===== src/rtl/reg_file_2w2r.sv =====
// Parametrised register file with two write ports and two read ports.
// Optional hardwired-zero register 0, write-to-read bypass and registered reads.
module reg_file_2w2r #(
  parameter int WIDTH    = 16,
  parameter int DEPTH    = 8,
  parameter int ADDR_W   = 3,
  parameter int ZERO_REG = 0,
  parameter int BYPASS   = 1,
  parameter int READ_REG = 0
) (
  input  logic              clk,
  input  logic              reset,
  input  logic              wr_0,
  input  logic [ADDR_W-1:0] wr_addr_0,
  input  logic [WIDTH-1:0]  d_in_0,
  input  logic              wr_1,
  input  logic [ADDR_W-1:0] wr_addr_1,
  input  logic [WIDTH-1:0]  d_in_1,
  input  logic [ADDR_W-1:0] rd_addr_a,
  input  logic [ADDR_W-1:0] rd_addr_b,
  output logic [WIDTH-1:0]  d_out_a,
  output logic [WIDTH-1:0]  d_out_b
);

  logic [1:0]        wr_en;
  logic [ADDR_W-1:0] wr_addr [2];
  logic [WIDTH-1:0]  wr_data [2];
  logic [ADDR_W-1:0] rd_addr [2];
  logic [1:0]        wr_ok;
  logic [1:0]        wr_in_range;
  logic [1:0]        rd_in_range;

  logic [WIDTH-1:0]  mem_q [DEPTH];
  logic [WIDTH-1:0]  mem_d [DEPTH];
  logic [WIDTH-1:0]  rd_val [2];

  assign wr_en      = {wr_1, wr_0};
  assign wr_addr[0] = wr_addr_0;
  assign wr_addr[1] = wr_addr_1;
  assign wr_data[0] = d_in_0;
  assign wr_data[1] = d_in_1;
  assign rd_addr[0] = rd_addr_a;
  assign rd_addr[1] = rd_addr_b;

  // A write is live only in range, outside reset, and not aimed at a hardwired zero.
  always_comb begin
    wr_in_range = '0;
    wr_ok       = '0;
    for (int p = 0; p < 2; p++) begin
      for (int i = 0; i < DEPTH; i++) begin
        if (wr_addr[p] == ADDR_W'(i)) wr_in_range[p] = 1'b1;
      end
      wr_ok[p] = wr_en[p] && wr_in_range[p] && !reset &&
                 !((ZERO_REG != 0) && (wr_addr[p] == '0));
    end
  end

  // NOTE: combinational blocks use blocking '=' and assign a default first, so no
  // latch is inferred; port 1 is applied after port 0 and therefore wins a collision.
  always_comb begin
    mem_d = mem_q;
    for (int i = 0; i < DEPTH; i++) begin
      for (int p = 0; p < 2; p++) begin
        if (wr_ok[p] && (wr_addr[p] == ADDR_W'(i))) mem_d[i] = wr_data[p];
      end
    end
  end

  // NOTE: the storage must clear on reset, so it is built from resettable flops
  // rather than a RAM macro; sequential state is updated with non-blocking '<='.
  always_ff @(posedge clk or posedge reset) begin
    if (reset) begin
      for (int i = 0; i < DEPTH; i++) mem_q[i] <= '0;
    end else begin
      mem_q <= mem_d;
    end
  end

  always_comb begin
    rd_in_range = '0;
    for (int p = 0; p < 2; p++) begin
      rd_val[p] = '0;
      for (int i = 0; i < DEPTH; i++) begin
        if (rd_addr[p] == ADDR_W'(i)) begin
          rd_in_range[p] = 1'b1;
          rd_val[p]      = mem_q[i];
        end
      end
      if (BYPASS != 0) begin
        if (wr_ok[0] && (wr_addr[0] == rd_addr[p])) rd_val[p] = wr_data[0];
        if (wr_ok[1] && (wr_addr[1] == rd_addr[p])) rd_val[p] = wr_data[1];
      end
      if (!rd_in_range[p] || ((ZERO_REG != 0) && (rd_addr[p] == '0))) rd_val[p] = '0;
    end
  end

  if (READ_REG != 0) begin : g_read_reg
    logic [WIDTH-1:0] d_out_q [2];

    always_ff @(posedge clk or posedge reset) begin
      if (reset) begin
        d_out_q[0] <= '0;
        d_out_q[1] <= '0;
      end else begin
        d_out_q[0] <= rd_val[0];
        d_out_q[1] <= rd_val[1];
      end
    end

    assign d_out_a = d_out_q[0];
    assign d_out_b = d_out_q[1];
  end else begin : g_read_comb
    assign d_out_a = rd_val[0];
    assign d_out_b = rd_val[1];
  end

endmodule


===== config.mk =====
export PLATFORM = sky130hd
export DESIGN_NAME = reg_file_2w2r
export DESIGN_NICKNAME = d
export VERILOG_FILES = /design/src/rtl/reg_file_2w2r.sv
export SDC_FILE = /design/constraint.sdc
export NUM_CORES = 1
export LEC_CHECK = 0
export ABC_AREA = 0
export CAP_MARGIN = 0
export CELL_PAD_IN_SITES_DETAIL_PLACEMENT = 1
export CELL_PAD_IN_SITES_GLOBAL_PLACEMENT = 1
export CORE_ASPECT_RATIO = 0.9
export CORE_UTILIZATION = 46
export CTS_BUF_LIST = sky130_fd_sc_hd__clkbuf_4 sky130_fd_sc_hd__clkbuf_8 sky130_fd_sc_hd__clkbuf_16
export CTS_CLUSTER_DIAMETER = 40
export DETAILED_ROUTE_END_ITERATION = 7
export HOLD_SLACK_MARGIN = 0.05
export PLACE_DENSITY = 0.87
export SYNTH_ARGS = -nofsm -noshare
export SYNTH_HDL_FRONTEND = slang
export SYNTH_SLANG_ARGS = --single-unit
export TNS_END_PERCENT = 5

===== constraint.sdc =====
create_clock -name clk -period 2.3 [get_ports clk]
set_input_delay 0.345 -clock clk [delete_from_list [all_inputs] [get_ports clk]]
set_output_delay 0.345 -clock clk [all_outputs]
set_load 0.05 [all_outputs]

==> results.json <==
{
  "status": "finished with violations",
  "violations": "setup timing",
  "synthTopCellsByArea": "dfrtp_1, mux2i_1, mux4_2, o21ai_0, nand2_1",
  "cap_viol_max_count": 0,
  "top_register": "mem_q",
  "dp.cells": 1341,
  "largest_reg_flops": 128,
  "tritoncts": "built",
  "die_w_um": 150.5,
  "cts_max_path_buffers": 2,
  "ctsRootBufferMaster": "clkbuf_16",
  "timing.hold.ws_ns": 0.2481,
  "place_hpwl_mm": 24.64,
  "grt_max_degree": 102,
  "dieArea_um2": 20410,
  "synth_top_area_share_pct": 35.09,
  "yosysTopAreaCell": "dfrtp_1",
  "io_buffers": 79,
  "initial_core_util_pct": 47.35,
  "cp-start-kind": "register",
  "hold_class": "in -> async",
  "avgViaCountPerCell": 7.399,
  "drc": 0,
  "synthesis.area_um2": 9128,
  "synth-simple-area-share_pct": 13.54,
  "ys_ff_latch": 128,
  "antenna_left": 0,
  "io_pins": 80,
  "area_growth_pct": 37.57,
  "yosysWarnings": 0,
  "h-tree-depth": 4,
  "cp.arrival_ns": 2.55,
  "crit_type": "reg -> out",
  "synth_compound_area_share_pct": 17.00,
  "ir_drop_v": 0.0005679,
  "routed_wl_mm": 48.74,
  "synth_mux_area_share_pct": 26.10,
  "firstDrtPassIters": 5,
  "path_clk_slew_ns": 0.08,
  "synth_commonest_cells": "mux2i_1, dfrtp_1, nand2_1, o21ai_0, nor2_1",
  "synth.most_common_cell": "mux2i_1",
  "ys_seq_area_share_pct": 35.09,
  "grt_antenna_before_repair": 7,
  "dieHeight_um": 135.6,
  "post-route-period-util_pct": 126.0,
  "drive_above_1_share_pct": 31.14,
  "nNetsFinal": 1175,
  "gp_congestion": 0.9232,
  "cts.sink_count": 128,
  "max_freq_mhz": 345.1,
  "end_kind": "output pin",
  "synth-async-reset-ratio_pct": 100.0,
  "grt_setup_unrepaired": "true",
  "syn_nets": 1044,
  "postCtsHoldBufs": 0,
  "clkLatencyLatePin_ns": 0.44,
  "final_cells": 1395,
  "required_ns": 1.96,
  "grt_overflow": 0,
  "setup_viol": 30,
  "cp_max_fo": 3,
  "cts-buffers-inserted": 17,
  "maxSlewViolCount": 0,
  "synth-edff-count": 0,
  "p_leak_nw": 5.490,
  "pwr_density_cell_nw_per_um2": 852.8,
  "synth_cells": 996,
  "ys_types": 58,
  "grt_use_total_pct": 48.00,
  "worst_slew_pin_slew_ns": 0.8504,
  "wl_per_cell_um": 34.94,
  "ys.flop_type": "dfrtp_1",
  "num_vias": 10320,
  "design.core.area_um2": 19280,
  "final-hold-violation-count": 0,
  "avgSynthCellArea_um2": 9.164,
  "worst_slack_ns": -0.5976,
  "period_needed_ns": 2.898,
  "fin_worst_skew_ns": 0,
  "grt_pass1_vias": 11000,
  "synth-adder-area-share_pct": 0,
  "synth_xor_area_share_pct": 1.151,
  "drtIter0Drc": 1303,
  "fin_setup_tns_ns": -3.953,
  "fp-row-count": 48,
  "reg_top3": "mem_q x128",
  "synth_top_family_by_area": "multiplexers",
  "grt_pass1_wl_mm": 69.90,
  "relSlewSlack_pct": 43.30
}
per-layer routing:
metal | routed length, um | GRT usage [%] | up-vias
met5 | 32 | 2.000 | -
met4 | 4717 | 41.19 | 6
met3 | 6522 | 19.36 | 468
met2 | 21090 | 72.17 | 1038
met1 | 16370 | 52.58 | 4961
li1 | - | - | 3849
cells in the final DEF (no fill, tap or decap), types with 5 or more instances in the layout:
cell type	instances
buf_6	15
nor2_1	93
o21ai_0	71
buf_4	102
nand2b_1	6
nor2b_1	6
clkdlybuf4s50_1	32
nand3_1	6
a21oi_2	6
clkbuf_16	17
o21ai_2	21
a21oi_1	69
mux4_2	26
dfrtp_1	125
o22ai_1	7
buf_2	5
inv_1	7
diode_2	5
buf_12	59
mux2_2	10
clkinv_4	5
nor3_1	9
o2bb2ai_1	8
o21ai_1	13
a221oi_2	12
nand2_1	116
mux2i_1	162
a221o_1	9
what timing repair did:
item                                    CTS  global route
pin swaps                                26            14
resized for setup                       144            45
endpoints found under the setup margin   32            32
cloned                                    6             0
setup buffers                            13             0
endpoints found under the hold margin     0             0
power by group:
part / switching [mW] / internal (mW) / leakage (nW)
Sequential: 0.692 / 2.83 / 1.52
Clock: 1.28 / 1.63 / 0.286
Combinational: 2.36 / 1.92 / 3.68
cell families after synthesis:
kind of cell,count (synthesis)
mux,204
flops,128
simple gates,272
compound gates,257
buf+inv,123
xor+xnor,12
metrics by stage:
step	power, mW	cell area (um2)	utilization (%)	setup slack (ns)
final	10.71	12560	65.14	-0.5976
after global routing	10.95	12540	65.07	-0.5745
after CTS	10.11	12360	64.12	-0.07803
after detailed placement	6.979	11230	58.23	-0.6249
after global placement	6.731	11230	58.23	-0.5184
after floorplan	5.376	9130	-	-0.4042
path summary, 6_finish.rpt:
kind,startpoint,end,slack (ns),cells after the start
setup / recovery,mem_q[59],d_out_a[11],-0.60,6
hold / removal,reset,mem_q[12],0.25,4
setup reg to reg,mem_q[124],mem_q[124],0.86,2
hold reg to reg,mem_q[41],mem_q[41],0.61,2
max in group asynchronous,reset,mem_q[35],1.51,4
min in group clk,mem_q[41],mem_q[41],0.61,2
worst max-delay path, cell delays in order (launching register included):
cell,delay (ns)
dfrtp_1,0.45
mux2_4,0.31
a22oi_2,0.46
a21oi_2,0.16
o22ai_2,0.41
o21ai_2,0.13
buf_12,0.17
layout make-up:
class                      instances  area (um2)
fill                            2020        6721
clock inverter                    14       157.7
inverter                          10       40.04
sequential                       128        3207
tap                              250       312.8
clock buffer                      18       432.9
multi-input combinational        745        5744
antenna                            5       12.51
timing repair buffer             225        2650
Note: power is estimated with default switching activity, not from simulation.
